===== src/rtl/uart_pkg.sv =====
// -----------------------------------------------------------------------------
// uart_pkg
// Shared types and helpers for the UART blocks.
//   uart_state_e : receiver FSM state encoding
//   PARITY_EVEN / PARITY_ODD : parity-select values for the PARITY_ODD parameter
//   bit_width()  : number of bits needed to hold a value (counter sizing)
// -----------------------------------------------------------------------------
package uart_pkg;

    typedef enum logic [2:0] {
        ST_IDLE,
        ST_START,
        ST_DATA,
        ST_PARITY,
        ST_STOP
    } uart_state_e;

    localparam int unsigned PARITY_EVEN = 0;
    localparam int unsigned PARITY_ODD  = 1;

    // Width needed to represent max_val; never less than 1 bit.
    function automatic int unsigned bit_width(input int unsigned max_val);
        int unsigned w;
        w = 1;
        for (int unsigned i = 1; i < 32; i++) begin
            if ((max_val >> i) != 0) begin
                w = i + 1;
            end
        end
        return w;
    endfunction

endpackage


===== src/rtl/uart_sync2.sv =====
// -----------------------------------------------------------------------------
// uart_sync2
// Two-flop synchroniser for a single asynchronous level input. Both flops reset
// to RST_VAL so an idle line does not look like activity coming out of reset.
//   clk_i  : destination clock
//   rst_i  : asynchronous reset, active low
//   d_i    : asynchronous input
//   q_o    : synchronised output (2 clk_i cycles of latency)
// -----------------------------------------------------------------------------
module uart_sync2 #(
    parameter logic RST_VAL = 1'b0
) (
    input  logic clk_i,
    input  logic rst_i,
    input  logic d_i,
    output logic q_o
);

    logic meta_q;
    logic sync_q;

    // NOTE: non-blocking assignments so each flop takes the pre-edge value of
    // its source; blocking here would collapse the chain into a single flop.
    always_ff @(posedge clk_i or negedge rst_i) begin
        if (!rst_i) begin
            meta_q <= RST_VAL;
            sync_q <= RST_VAL;
        end else begin
            meta_q <= d_i;
            sync_q <= meta_q;
        end
    end

    assign q_o = sync_q;

endmodule


===== src/rtl/uart_rx_frame.sv =====
// -----------------------------------------------------------------------------
// uart_rx_frame
// Parametrised UART receiver with a valid/ready output holding register.
// Optional feature macro: UART_RX_PARITY_EN (adds one parity bit after the data
// bits and makes parity_err_o live; otherwise parity_err_o is tied to 0).
//   clk_i        : system clock
//   rst_i        : asynchronous reset, active low
//   RXD_i        : serial line, idle high, asynchronous to clk_i
//   data_o       : received word, LSB = first bit on the line
//   valid_o      : data_o and error flags valid
//   ready_i      : consumer accepts the word
//   frame_err_o  : first stop bit sampled low (qualified by valid_o)
//   parity_err_o : parity mismatch (qualified by valid_o)
//   overrun_o    : sticky, a frame completed while valid_o was high
//   busy_o       : receiver FSM is not idle
// -----------------------------------------------------------------------------
module uart_rx_frame #(
    parameter int unsigned CLKS_PER_BIT = 8,
    parameter int unsigned DATA_BITS    = 8,
    parameter int unsigned STOP_BITS    = 1,
    parameter int unsigned PARITY_ODD   = uart_pkg::PARITY_EVEN
) (
    input  logic                 clk_i,
    input  logic                 rst_i,
    input  logic                 RXD_i,
    output logic [DATA_BITS-1:0] data_o,
    output logic                 valid_o,
    input  logic                 ready_i,
    output logic                 frame_err_o,
    output logic                 parity_err_o,
    output logic                 overrun_o,
    output logic                 busy_o
);

    import uart_pkg::*;

    if (CLKS_PER_BIT < 4 || DATA_BITS < 5 || DATA_BITS > 9 ||
        STOP_BITS < 1 || STOP_BITS > 2 || PARITY_ODD > 1) begin : g_bad_params
        $error("uart_rx_frame: parameter out of range");
    end

    localparam int unsigned CNT_W = bit_width(CLKS_PER_BIT - 1);
    localparam int unsigned IDX_W = $clog2(DATA_BITS);

    localparam logic [CNT_W-1:0] CNT_HALF  = CNT_W'(CLKS_PER_BIT / 2 - 1);
    localparam logic [CNT_W-1:0] CNT_FULL  = CNT_W'(CLKS_PER_BIT - 1);
    localparam logic [IDX_W-1:0] LAST_IDX  = IDX_W'(DATA_BITS - 1);
    localparam logic             LAST_STOP = (STOP_BITS == 2);

    // ---------------------------------------------------------------- input sync
    logic rxd_s;

    uart_sync2 #(
        .RST_VAL (1'b1)
    ) u_sync (
        .clk_i (clk_i),
        .rst_i (rst_i),
        .d_i   (RXD_i),
        .q_o   (rxd_s)
    );

    // ---------------------------------------------------------------- FSM state
    uart_state_e          state_q, state_d;
    logic [CNT_W-1:0]     cnt_q, cnt_d;
    logic [IDX_W-1:0]     idx_q, idx_d;
    logic [DATA_BITS-1:0] shift_q, shift_d;
    logic                 stop_idx_q, stop_idx_d;
    logic                 ferr_q, ferr_d;
    // Set when a frame ends with the line low (break); blocks re-arming until
    // the line has been seen high, so a held-low line yields exactly one word.
    logic                 wait_high_q, wait_high_d;

    logic                 sample;
    logic                 done;
    logic                 done_ferr;
    logic                 done_perr;

`ifdef UART_RX_PARITY_EN
    localparam logic PAR_SEL = (PARITY_ODD != PARITY_EVEN);
    logic perr_q, perr_d;
`endif

    assign sample = (cnt_q == '0);

    // NOTE: every variable gets a default before the case statement, so no
    // path through this block can leave a value unassigned and infer a latch.
    always_comb begin
        state_d     = state_q;
        cnt_d       = cnt_q;
        idx_d       = idx_q;
        shift_d     = shift_q;
        stop_idx_d  = stop_idx_q;
        ferr_d      = ferr_q;
        wait_high_d = wait_high_q;
        done        = 1'b0;
        done_ferr   = 1'b0;
`ifdef UART_RX_PARITY_EN
        perr_d      = perr_q;
`endif

        // Bit timer free-runs while a frame is active and reloads a full bit
        // period on every sample point.
        if (state_q != ST_IDLE) begin
            cnt_d = sample ? CNT_FULL : cnt_q - CNT_W'(1);
        end

        unique case (state_q)
            ST_IDLE: begin
                if (wait_high_q) begin
                    if (rxd_s) begin
                        wait_high_d = 1'b0;
                    end
                end else if (!rxd_s) begin
                    state_d = ST_START;
                    cnt_d   = CNT_HALF;
                end
            end

            ST_START: begin
                if (sample) begin
                    if (rxd_s) begin
                        state_d = ST_IDLE;      // glitch, not a start bit
                    end else begin
                        state_d = ST_DATA;
                        idx_d   = '0;
                    end
                end
            end

            ST_DATA: begin
                if (sample) begin
                    shift_d = {rxd_s, shift_q[DATA_BITS-1:1]};
                    idx_d   = idx_q + IDX_W'(1);
                    if (idx_q == LAST_IDX) begin
`ifdef UART_RX_PARITY_EN
                        state_d = ST_PARITY;
`else
                        state_d = ST_STOP;
`endif
                        stop_idx_d = 1'b0;
                    end
                end
            end

`ifdef UART_RX_PARITY_EN
            ST_PARITY: begin
                if (sample) begin
                    // Mismatch when received bit differs from XOR(data)^PAR_SEL.
                    perr_d     = (^shift_q) ^ PAR_SEL ^ rxd_s;
                    state_d    = ST_STOP;
                    stop_idx_d = 1'b0;
                end
            end
`endif

            ST_STOP: begin
                if (sample) begin
                    if (!stop_idx_q) begin
                        ferr_d = !rxd_s;
                    end
                    if (stop_idx_q == LAST_STOP) begin
                        done        = 1'b1;
                        done_ferr   = stop_idx_q ? ferr_q : !rxd_s;
                        // Straight back to IDLE so a start edge in the
                        // remaining half bit is not missed.
                        state_d     = ST_IDLE;
                        wait_high_d = !rxd_s;
                    end else begin
                        stop_idx_d = 1'b1;
                    end
                end
            end

            default: begin
                state_d = ST_IDLE;
            end
        endcase
    end

`ifdef UART_RX_PARITY_EN
    assign done_perr = perr_q;
`else
    assign done_perr = 1'b0;
`endif

    always_ff @(posedge clk_i or negedge rst_i) begin
        if (!rst_i) begin
            state_q     <= ST_IDLE;
            cnt_q       <= '0;
            idx_q       <= '0;
            shift_q     <= '0;
            stop_idx_q  <= 1'b0;
            ferr_q      <= 1'b0;
            wait_high_q <= 1'b0;
        end else begin
            state_q     <= state_d;
            cnt_q       <= cnt_d;
            idx_q       <= idx_d;
            shift_q     <= shift_d;
            stop_idx_q  <= stop_idx_d;
            ferr_q      <= ferr_d;
            wait_high_q <= wait_high_d;
        end
    end

`ifdef UART_RX_PARITY_EN
    always_ff @(posedge clk_i or negedge rst_i) begin
        if (!rst_i) begin
            perr_q <= 1'b0;
        end else begin
            perr_q <= perr_d;
        end
    end
`endif

    // ---------------------------------------------------------------- output register
    logic [DATA_BITS-1:0] data_q, data_d;
    logic                 valid_q, valid_d;
    logic                 frame_err_q, frame_err_d;
    logic                 parity_err_q, parity_err_d;
    logic                 overrun_q, overrun_d;

    always_comb begin
        data_d       = data_q;
        valid_d      = valid_q;
        frame_err_d  = frame_err_q;
        parity_err_d = parity_err_q;
        overrun_d    = overrun_q;

        if (valid_q && ready_i) begin
            valid_d   = 1'b0;
            overrun_d = 1'b0;
        end

        // A completion in the same cycle as a handshake reloads the register,
        // so valid stays high across back-to-back words.
        if (done) begin
            if (!valid_q || ready_i) begin
                data_d       = shift_q;
                frame_err_d  = done_ferr;
                parity_err_d = done_perr;
                valid_d      = 1'b1;
            end else begin
                overrun_d = 1'b1;
            end
        end
    end

    always_ff @(posedge clk_i or negedge rst_i) begin
        if (!rst_i) begin
            data_q       <= '0;
            valid_q      <= 1'b0;
            frame_err_q  <= 1'b0;
            parity_err_q <= 1'b0;
            overrun_q    <= 1'b0;
        end else begin
            data_q       <= data_d;
            valid_q      <= valid_d;
            frame_err_q  <= frame_err_d;
            parity_err_q <= parity_err_d;
            overrun_q    <= overrun_d;
        end
    end

    assign data_o       = data_q;
    assign valid_o      = valid_q;
    assign frame_err_o  = frame_err_q;
    assign parity_err_o = parity_err_q;
    assign overrun_o    = overrun_q;
    assign busy_o       = (state_q != ST_IDLE);

endmodule


===== config.mk =====
export PLATFORM = sky130hd
export DESIGN_NAME = uart_rx_frame
export DESIGN_NICKNAME = d
export VERILOG_FILES = /design/src/rtl/uart_pkg.sv /design/src/rtl/uart_sync2.sv /design/src/rtl/uart_rx_frame.sv
export SDC_FILE = /design/constraint.sdc
export NUM_CORES = 1
export LEC_CHECK = 0
export ABC_AREA = 1
export BUFFER_PORTS_ARGS = -buffer_cell sky130_fd_sc_hd__clkbuf_2
export CAP_MARGIN = 20
export CORE_ASPECT_RATIO = 0.6
export CORE_MARGIN = 2
export CORE_UTILIZATION = 45
export CTS_CLUSTER_SIZE = 16
export DETAILED_ROUTE_END_ITERATION = 8
export PLACE_DENSITY = 0.64
export SYNTH_ARGS = -nofsm -noshare
export SYNTH_HDL_FRONTEND = slang
export SYNTH_SLANG_ARGS = --single-unit

===== constraint.sdc =====
create_clock -name clk_i -period 2.35 [get_ports clk_i]
set_input_delay 0.3525 -clock clk_i [delete_from_list [all_inputs] [get_ports clk_i]]
set_output_delay 0.3525 -clock clk_i [all_outputs]
set_load 0.03 [all_outputs]

# After elaboration in Yosys (flattened, before gate mapping)
# Index checks and enable logic that the tools add are counted.
# totals
regBits	32
input_bits	4
output_inout_bits	13
wordCells	82
# op_classes
add_sub_neg	2
n_eq_ne	12
mux	40
reduce_logical	16
# ops
op	count
2-to-1 mux 3 bit	15
2-to-1 mux 1 bit	20
inequality test 2 bit, second input constant	8
one-hot mux 3 bit (4 select lines)	1
AND reduction 4 bit	2
AND reduction 7 bit	1
== test 3 bit, second input constant	2
logical NOT 3 bit	2
one-hot mux 3 bit (2 select lines)	1
nonzero test 2 bit	3
one-hot mux 1 bit (2 select lines)	2
AND reduction 2 bit	2
adder 3 x 1 -> 3 bit, second input constant	1
== test 3 x 1 -> 1 bit, second input constant	1
== test 3 x 2 -> 1 bit, second input constant	1
AND reduction 3 bit	1
nonzero test 3 bit	1
subtractor 3 x 1 -> 3 bit, second input constant	1
logical NOT 1 bit	2
2-to-1 mux 2 bit	1
logical AND 1 bit	1
logical OR 1 bit	1

# Logic depth before layout (Yosys ltp)
# Gate-level depths: netlist of run 1.
# logic_depth
depth_word	6
ltp_mapped	8
mapped_depth_nobuf	8

# By module
# A second synthesis of run 1 with hierarchy kept.
# unflattened
cells_unflattened	144
area_unflattened_um2	1395.1
# modules_own_cells
mod	instances	cells_per_inst	area_per_inst_um2	seq_area_each_um2
uart_rx_frame	1	142	1342.5	725.7
uart_sync2	1	2	52.6	52.6

# Worst setup path after synthesis of run 1
# No wires, ideal clock.
# synth_path
kind	register to register
from	register cnt_q[0]
to	register idx_q[0]
setup_time_ns	0.117
arrival_time_ns	1.199
required_time_ns	2.233
path_slack_ns	1.034
path_stages_with_launch	9
n_path_buf	1
synth_period_minus_slack_ns	1.316
cell_sequence	dfrtp_1 -> inv_1 -> ha_1 -> nand2_2 -> inv_1 -> nand2_2 -> buf_6 -> nand3_1 -> nand2_1
# synth_between
elab_chain_cells	3
elab_cells_between_ends	4
classes_between	eq/ne (2); reduce/logical (2)
# synth_lines
element	line_no	rtl
from (decl)	uart_rx_frame.sv:64	logic [CNT_W-1:0] cnt_q, cnt_d;
from (signal assigned)	uart_rx_frame.sv:197	cnt_q <= cnt_d;
logical NOT 3 bit (*)	uart_rx_frame.sv:83	assign sample = (cnt_q == '0);
inequality test 2 bit (no line)	--	
AND reduction 4 bit (no line) (*)	--	
to (signal assigned)	uart_rx_frame.sv:198	idx_q <= idx_d;
to (decl)	uart_rx_frame.sv:65	logic [IDX_W-1:0] idx_q, idx_d;
# Every way passes the cells marked *; elsewhere a longest branch is shown, timed or not.
# A chain may end at the register's enable or synchronous reset.

# Final worst setup path of run 1
# layout_path
from	register state_q[0]
to	output port busy_o
# layout_between
elab_chain_cells	1
# layout_lines
element	line_no	rtl
from (decl)	uart_rx_frame.sv:63	uart_state_e state_q, state_d;
from (signal assigned)	uart_rx_frame.sv:196	state_q <= state_d;
nonzero test 3 bit	uart_rx_frame.sv:270	assign busy_o = (state_q != ST_IDLE);
to (decl)	uart_rx_frame.sv:32	output logic busy_o
# Every way passes these cells.

==> results of run 1 <==
metal layers:
| layer | global-route usage, % | vias up |
|---|---|---|
| met5 | 0 | - |
| met2 | 23.7 | 19 |
| met3 | 5.91 | 5 |
| met1 | 21.9 | 438 |
| li1 | - | 484 |
| met4 | 7.50 | 0 |
critical path, cell delays in order (launching register included):
cell and delay (ns):
dfrtp_1 0.43, nor2_1 0.17, nand2_1 0.18, clkbuf_2 0.23
through the flow:
stage | total power (W) | cells
finish | 0.00137 | 204
detailed placement | 0.000935 | 196
CTS | 0.00139 | 204
floorplan | 0.000861 | 142
global placement | 0.000926 | 196
global route | 0.00147 | 204
state kept, by name, summed over array words and instances, names as in the netlist:
name / cells
u_sync.meta_q: 1
shift_q: 8
data_o: 8
u_sync.q_o: 1
cnt_q: 3
valid_o: 1
overrun_o: 1
state_q: 3
wait_high_q: 1
idx_q: 3
frame_err_o: 1
power breakdown:
group	switching [W]	total (W)	internal [W]
Combinational	0.000203	0.000295	0.0000924
Clock	0.000178	0.000445	0.000267
Sequential	0.0000372	0.000632	0.000595
path summary, 6_finish.rpt:
path / slack, ns / cells past startpoint / from / to
worst max-delay path: 0.71 / 3 / state_q[0] / busy_o
worst min-delay path: 0.14 / 1 / rst_i / frame_err_o
worst max register to register: 0.78 / 8 / cnt_q[0] / shift_q[7]
worst min register to register: 0.36 / 0 / u_sync.meta_q / u_sync.q_o
max in group asynchronous: 1.74 / 1 / rst_i / wait_high_q
min in group clk_i: 0.16 / 1 / RXD_i / u_sync.meta_q
layout make-up:
cell class              instances  area, sq um  area share [%]
well taps                      42         52.6            3.37
multi-input cells              90          484            31.1
clock buffers                   8          100            6.43
flip-flops and latches         31          778            50.0
inverters                      18         67.6            4.34
repair buffers                 15         75.1            4.82
kinds of logic after synthesis:
group | synth area share [%]
AND/OR/NAND/NOR | 20.5
flip-flops | 57.2
AO/OA/AOI/OAI | 11.1
buffers and inverters | 7.18
adder cells (fa/ha/maj) | 3.68
other | 0.276
layout by cell type (no fill, tap or decap), drive strengths merged:
cell type and instances:
dfrtp 29, a21oi 2, o21ai 21, clkbuf 23
nor3 1, inv 18, or2 2, ha 4
nor2 7, nand4 1, dfstp 2, nand3 7
conb 1, o22ai 1, nand2 43
==> impl_metrics.csv, run 1 <==
group,metric,value,unit
cts,clkSlewWorstSetupHoldPaths,0.06,ns
synthesis,netlist_area,1360,sq um
critical_path,crit_path_end_kind,"output pin",
drt,drc,0,
drt,totalWireLength,2.24,mm
synthesis,ys_ff_latch,31,
sta,setup-tns-final,0,ns
layout,final_nets,169,
cts,cts_hold_buf,0,
floorplanning,rows,15,
sta,worst_slack,0.714,ns
flow_run,cap_violations,0,
global_route,grt.total_usage,16.3,%
drt,wl_met2,974,um
sta,relSlewSlack,50.2,%
critical_path,start_kind,"flip-flop",
drt,routedWlPerCell,11.0,um
cts,cts-root-buf,"clkbuf_8",
floorplanning,die_x,75.0,um
cts,numCtsBuffers,5,
synthesis,async_reset_ff_share,100,%
floorplanning,die-area,3490,sq um
global_route,antenna_found_initial,0,
cts,clock_latency,0.27,ns
synthesis,ys_types,23,
cts,post-cts-setup-buffer-count,0,
cts,numClockSinks,31,
cts,cts_resized,0,
drt,drt_iter0_drc,67,
synthesis,yosysTopAreaCell,"dfrtp_1",
global_route,grt_overflow_total,0,
global_route,grt_max_degree,32,
drt,met3_length,117,um
synthesis,syn-num-nets,150,
sta,fmax,611,MHz
run_status,outcome,"finished, final reports clean",
critical_path,critPathMaxFanout,7,
sta,worst_hold_slack,0.137,ns
cts,cts_tree,"done",
floorplanning,chipHeight,46.6,um
drt,antenna_left,0,
cts,htreeDepth,2,
sta,worst_pin_slew,0.747,ns
sta,rsz0062_at_grt,"false",
synthesis,synth_top_area_share,53.4,%
global_route,grt_pass1_wl,4.01,mm
floorplanning,core_region_area,2870,sq um
sta,slew_viol_final,0,
layout,finalCoreUtilization,54.2,%
placement,placed_cell_area,1460,sq um
power_and_ir_drop,p_leak,0.797,nW
cts,clock_path_buffers,2,
sta,finalSetupViolCount,0,
drt,highest_layer,"met4",
synthesis,yosysWarningCount,0,
sta,finalCritPeriodShare,69.6,%
synthesis,synth_edf_count,0,
floorplanning,initial_utilization,47.4,%
layout,area_delta_synth_final,14.5,%
synthesis,ys_top_cells_by_count,"nand2_1 (38), dfrtp_1 (29), inv_1 (18)",
placement,portBuffers,15,
floorplanning,ios,17,
placement,pre_cts_ws,0.779,ns
drt,vias,946,
critical_path,cp.arrival,1.28,ns
layout,fillers,273,
drt,via_per_inst,4.64,
drt,drtPass1Iterations,6,
critical_path,worstSetupPathType,"flip-flop to output pin",
synthesis,yosysSeqAreaShare,57.2,%
layout,stdcell_area,1560,sq um
placement,dp_hpwl,1.63,mm
sta,final.setup_skew,0.00477,ns
sta,hold_viol,0,
synthesis,synthCells,142,
placement,gp_congestion,0.878,
sta,post-route-min-period,1.64,ns
critical_path,cp.required,2.00,ns
synthesis,synth.area.top_cells,"dfrtp_1 (53%), nand2_1 (10%), o21ai_2 (5.2%), inv_1 (5.0%), dfstp_2 (3.9%)",
power_and_ir_drop,power.density,881,nW/um^2
drt,wl_met1,1.12,mm
hold_path,hold_class,"primary input to async pin",
layout,diodes,0,
power_and_ir_drop,vdd_drop_max,471,uV
global_route,grt_pass1_vias,906,
synthesis,synth_ff_type,"dfrtp_1",
layout,drive_gt1_share,25.3,%
synthesis,post-synth-top-count-cell,"nand2_1",
synthesis,syn_avg_cell_area,9.58,sq um
Note: power is estimated with default switching activity, not from simulation.
==> run 2: changes to the inputs <==
clock period = 1.59 ns   (was 2.35 ns; I/O delays follow)
==> run 2 against run 1 <==
Sequential cell count unchanged; first-iteration DRC count increased by 28%; register-to-register slack got worse by 0.63 ns; combinational power increased by 51%; design area increased by 0.16%; critical path depth unchanged; largest cell class unchanged; critical path type unchanged; critical endpoint unchanged.
==> impl_metrics.csv, run 2 (synthesis gave the netlist of run 1 again) <==
group,metric,value,unit
critical_path,crit_slowest_cell,"dfrtp_1",
critical_path,cp.required,1.35,ns
drt,totalWireLength,2.27,mm
hold_path,hold_class,"primary input to flip-flop",
layout,final_cell_mix,"nand2_1 (38), dfrtp_1 (29), inv_1 (17)",
layout,drive_gt1_share,25.0,%
sta,slew_viol_final,0,
drt,drt_iter0_drc,86,
sta,finalCritPeriodShare,95.3,%
floorplanning,ios,17,
drt,drc,0,
placement,portBuffers,15,
drt,via_per_inst,4.63,
cts,post-cts-setup-buffer-count,0,
sta,rsz0062_at_grt,"false",
critical_path,critPathMaxFanout,7,
layout,area_delta_synth_final,14.7,%
critical_path,crit_buf_inv,1,
placement,gp_congestion,0.879,
drt,drtPass1Iterations,5,
critical_path,cp.arrival,1.28,ns
power_and_ir_drop,p_leak,0.806,nW
floorplanning,core_region_area,2870,sq um
global_route,grt_overflow_total,0,
power_and_ir_drop,vdd_drop_max,741,uV
flow_run,cap_violations,0,
drt,routedWlPerCell,11.0,um
critical_path,reg2reg_from,"cnt_q[0]",
global_route,grt_max_degree,32,
cts,cts_tree,"done",
sta,finalSetupViolCount,0,
floorplanning,initial_utilization,47.4,%
placement,dp_hpwl,1.62,mm
floorplanning,die-area,3490,sq um
global_route,grt_pass1_vias,878,
global_route,grt_pass1_wl,3.94,mm
run_status,outcome,"finished, final reports clean",
critical_path,crit_path_end_kind,"output pin",
layout,mostFrequentLayoutCell,"nand2_1",
floorplanning,chipHeight,46.6,um
critical_path,cpLargestDelayFamily,"flip-flops",
critical_path,max_stage_delay,0.44,ns
cts,htreeDepth,2,
global_route,grt.total_usage,16.0,%
sta,hold_viol,0,
placement,pre_cts_ws,0.0409,ns
drt,vias,954,
critical_path,crit_path_start,"state_q[2]",
sta,final.setup_skew,0.0107,ns
cts,numClockSinks,31,
floorplanning,die_x,75.0,um
cts,clkSlewWorstSetupHoldPaths,0.07,ns
layout,diodes,0,
hold_path,min_from,"RXD_i",
drt,antenna_left,0,
cts,clock_latency,0.28,ns
floorplanning,rows,15,
global_route,antenna_found_initial,0,
layout,final_nets,171,
sta,fmax,660,MHz
critical_path,start_kind,"flip-flop",
sta,setup-tns-final,0,ns
cts,cts-root-buf,"clkbuf_8",
critical_path,worstPathCellList,"nor2_1 -> nand2_1 -> clkbuf_2",
sta,worst_slack,0.0742,ns
cts,numCtsBuffers,5,
sta,post-route-min-period,1.52,ns
cts,clock_path_buffers,2,
power_and_ir_drop,power.density,1250,nW/um^2
critical_path,worstSetupPathType,"flip-flop to output pin",
==> run 2: layout make-up <==
class                      instances  area [sq um]
inverter                          18          67.6
sequential                        31           778
multi-input combinational         90           489
fill                             279          1310
clock buffer                       8          80.1
timing repair buffer              17          92.6
tap                               42          52.6
==> run 2: metal layers <==
| metal | vias to the layer above | part of all wire [%] | global-route usage, % | wire, um |
|---|---|---|---|---|
| li1 | 487 | - | - | - |
| met1 | 442 | 50 | 21.7 | 1140 |
| met2 | 21 | 44 | 23.3 | 990 |
| met3 | 4 | 5.1 | 5.91 | 116 |
| met4 | 0 | 0.93 | 6.43 | 21 |
| met5 | - | 0 | 0 | 0 |
==> run 2: repair_timing <==
| item | in CTS | in global routing |
|---|---|---|
| gates resized for setup | 0 | 2 |
| hold buffers | 1 | 0 |
| hold endpoints to repair | 29 | 0 |
| endpoints found under the setup margin | 0 | 4 |
==> run 2: power by group <==
group,switching (W),internal [W]
clock network,0.000260,0.000310
registers,0.0000549,0.000879
logic,0.000304,0.000140
==> run 2: final timing paths <==
| path | end | slack (ns) | depth (start not counted) |
|---|---|---|---|
| max | busy_o | 0.07 | 3 |
| min | u_sync.meta_q | 0.05 | 1 |
| max reg2reg | idx_q[0] | 0.15 | 7 |
| min reg2reg | u_sync.q_o | 0.36 | 0 |
| max in group asynchronous | u_sync.meta_q | 0.75 | 3 |
| min in group asynchronous | data_o[6] | 0.51 | 3 |
==> run 2: through the flow <==
step                      hold slack (ns)  area, sq um  util (%)  total power (W)  instances
after global routing               0.0264         1560      54.3          0.00209        206
after floorplan                   -0.0571         1360         -          0.00127        142
after CTS                          0.0396         1560      54.2          0.00197        206
final                              0.0468         1560      54.3          0.00195        206
after global placement              0.270         1470      51.0          0.00137        197
after detailed placement            0.276         1470      51.0          0.00139        197
==> run 3: changes to the inputs <==
REMOVE_ABC_BUFFERS = 1   (was default)
SYNTH_HIERARCHICAL = 1   (was default)
==> run 3 against run 2 <==
Wire length increased by 13%; worst hold slack got worse by 0.0034 ns; sequential power increased by 9%; global-route usage increased by 1.6 points; non-clock buffer count increased by 2; critical path depth unchanged.
==> impl_metrics.csv, run 3 <==
group,metric,value,unit
run_status,outcome,"finished, final reports clean",
floorplanning,die-area,3580,sq um
synthesis,synth_ff_type,"dfrtp_1",
synthesis,ys_top_cells_by_count,"nand2_1 (40), dfrtp_1 (29), inv_1 (21)",
power_and_ir_drop,p_comb_share,31.2,%
cts,clkSlewWorstSetupHoldPaths,0.06,ns
critical_path,max_stage_delay,0.47,ns
critical_path,crit_slowest_cell,"dfrtp_1",
synthesis,syn_avg_cell_area,9.69,sq um
cts,clock_latency,0.28,ns
drt,antenna_left,0,
critical_path,cp.arrival,1.31,ns
synthesis,async_reset_ff_share,100,%
layout,drive_gt1_share,26.2,%
sta,post-route-min-period,1.55,ns
floorplanning,rows,15,
cts,clock_path_buffers,2,
sta,hold_viol,0,
critical_path,crit_buf_inv,1,
cts,htreeDepth,2,
global_route,grt_max_degree,32,
critical_path,crit_path_end_kind,"output pin",
layout,final_nets,175,
power_and_ir_drop,power.density,1470,nW/um^2
placement,pre_cts_ws,0.158,ns
floorplanning,initial_utilization,48.0,%
floorplanning,chipHeight,47.1,um
critical_path,start_kind,"flip-flop",
synthesis,synth.area.top_cells,"dfrtp_1 (52%), nand2_1 (11%), inv_1 (5.7%), o21ai_2 (5.7%), o21ai_0 (4.7%)",
layout,diodes,0,
placement,dp_hpwl,1.79,mm
drt,drt_iter0_drc,53,
drt,drtPass1Iterations,5,
floorplanning,ios,17,
sta,worst_slack,0.0406,ns
hold_path,hold_class,"primary input to flip-flop",
drt,via_per_inst,4.77,
layout,mostFrequentLayoutCell,"nand2_1",
synthesis,netlist_area,1400,sq um
critical_path,worstPathCellList,"nor2_4 -> nand2_2 -> clkbuf_2",
global_route,antenna_found_initial,0,
floorplanning,core_region_area,2910,sq um
critical_path,critPathMaxFanout,6,
global_route,grt_pass1_vias,977,
drt,vias,1002,
global_route,grt_overflow_total,0,
sta,finalCritPeriodShare,97.4,%
synthesis,post-synth-top-count-cell,"nand2_1",
synthesis,ys_types,24,
synthesis,synth_top_area_share,52.0,%
power_and_ir_drop,switching_share,37.5,%
layout,final_cell_mix,"nand2_1 (39), dfrtp_1 (29), inv_1 (21)",
critical_path,cpLargestDelayFamily,"flip-flops",
power_and_ir_drop,vdd_drop_max,721,uV
critical_path,cp.required,1.35,ns
layout,finalCoreUtilization,56.1,%
placement,gp_congestion,0.782,
sta,final.setup_skew,0.0102,ns
layout,area_delta_synth_final,17.0,%
synthesis,yosysWarningCount,6,
cts,numClockSinks,31,
global_route,grt.total_usage,17.6,%
global_route,grt_pass1_wl,4.35,mm
power_and_ir_drop,switching_power,0.000897,W
cts,numCtsBuffers,5,
floorplanning,die_x,75.9,um
drt,totalWireLength,2.57,mm
power_and_ir_drop,power_frac_clock,26.4,%
sta,slew_viol_final,0,
drt,drc,0,
sta,worst_hold_slack,0.0434,ns
placement,portBuffers,15,
synthesis,ys_ff_latch,31,
flow_run,cap_violations,0,
sta,finalSetupViolCount,0,
power_and_ir_drop,seq_power_share,42.4,%
critical_path,worstSetupPathType,"flip-flop to output pin",
synthesis,synthCells,144,
sta,setup-tns-final,0,ns
power_and_ir_drop,internal_power,0.00150,W
drt,routedWlPerCell,12.3,um
synthesis,synth_edf_count,0,
cts,cts-root-buf,"clkbuf_8",
power_and_ir_drop,p_leak,0.863,nW
synthesis,yosysTopAreaCell,"dfrtp_1",
cts,cts_tree,"done",
synthesis,yosysSeqAreaShare,55.8,%
sta,fmax,645,MHz
layout,fillers,270,
==> run 3: changes by cell type in the layout (fill, tap and decap cells not counted), sizes merged <==
cell / previous run / this run
inv: 18 / 22
o21ai: 21 / 24
a22oi: 0 / 2
buf: 1 / 3
nand3: 7 / 5
nor2: 7 / 5
or2: 2 / 0
clkbuf: 23 / 22
clkinv: 0 / 1
nand2: 43 / 42
nand4: 1 / 2
nor3: 1 / 0
==> run 3: final cells by class <==
| class | count | area [sq um] | share of cell area, % |
|---|---|---|---|
| Clock inverter | 1 | 5.00 | 0.307 |
| Tap cell | 42 | 52.6 | 3.22 |
| Timing Repair Buffer | 19 | 120 | 7.36 |
| Inverter | 22 | 82.6 | 5.06 |
| Clock buffer | 7 | 86.3 | 5.29 |
| Sequential cell | 31 | 778 | 47.7 |
| Multi-Input combinational cell | 88 | 507 | 31.1 |
==> run 3: final timing paths <==
kind                            endpoint  depth (start not counted)  slack [ns]     startpoint
min in group asynchronous     shift_q[3]                          3        0.52          rst_i
hold / removal             u_sync/meta_q                          1        0.04          RXD_i
hold reg to reg               u_sync/q_o                          0        0.36  u_sync/meta_q
setup reg to reg              shift_q[7]                          6        0.22       cnt_q[0]
max in group asynchronous     u_sync/q_o                          3        0.75          rst_i
setup / recovery                  busy_o                          3        0.04     state_q[2]
==> run 3: kinds of logic after synthesis <==
group                      count (synthesis)  synth area share [%]
and+or+nand+nor                           54                  19.0
AOI/OAI and AO/OA                         29                  13.3
adders and majority gates                  4                  3.59
other                                      1                 0.269
buffers and inverters                     25                  8.07
DFF                                       31                  55.8
==> run 3: metrics by stage <==
| stage | instances | area [sq um] | total power (W) |
|---|---|---|---|
| 3_5_place_dp | 200 | 1510 | 0.00174 |
| 3_3_place_gp | 200 | 1510 | 0.00169 |
| 2_1_floorplan | 141 | 1370 | 0.00155 |
| 4_1_cts | 209 | 1610 | 0.00240 |
| 5_1_grt | 210 | 1630 | 0.00257 |
| 6_report | 210 | 1630 | 0.00239 |
==> run 3: what timing repair did <==
| action | 4_1_cts | 5_1_grt |
|---|---|---|
| cloned | 0 | 0 |
| endpoints found under the setup margin | 1 | 10 |
| pin swaps | 0 | 1 |
| gates resized for setup | 1 | 0 |
| hold buffers | 1 | 0 |
| endpoints found under the hold margin | 29 | 0 |
| setup buffers | 0 | 1 |
==> run 3: per-layer routing <==
layer / global-route usage, % / wire length, um / up-vias
li1: - / - / 497
met1: 22.2 / 1250 / 485
met2: 28.1 / 1210 / 18
met3: 7.73 / 104 / 2
met4: 5.26 / 16 / 0
met5: 0 / 0 / -
==> run 3: power by group through the flow <==
stage | clock (W) | sequential (W) | combinational, W
4_1_cts | 0.000655 | 0.00101 | 0.000730
6_report | 0.000632 | 0.00102 | 0.000747
2_1_floorplan | 0 | 0.00103 | 0.000519
3_5_place_dp | 0 | 0.00103 | 0.000716
5_1_grt | 0.000697 | 0.00103 | 0.000843
3_3_place_gp | 0 | 0.00102 | 0.000674
==> run 3: worst register-to-register path: stages (launching register included) <==
cell and delay, ns:
dfrtp_1 0.36, inv_1 0.11, ha_1 0.19, nand2_2 0.07, buf_4 0.16, nor2_8 0.23
o21ai_0 0.12
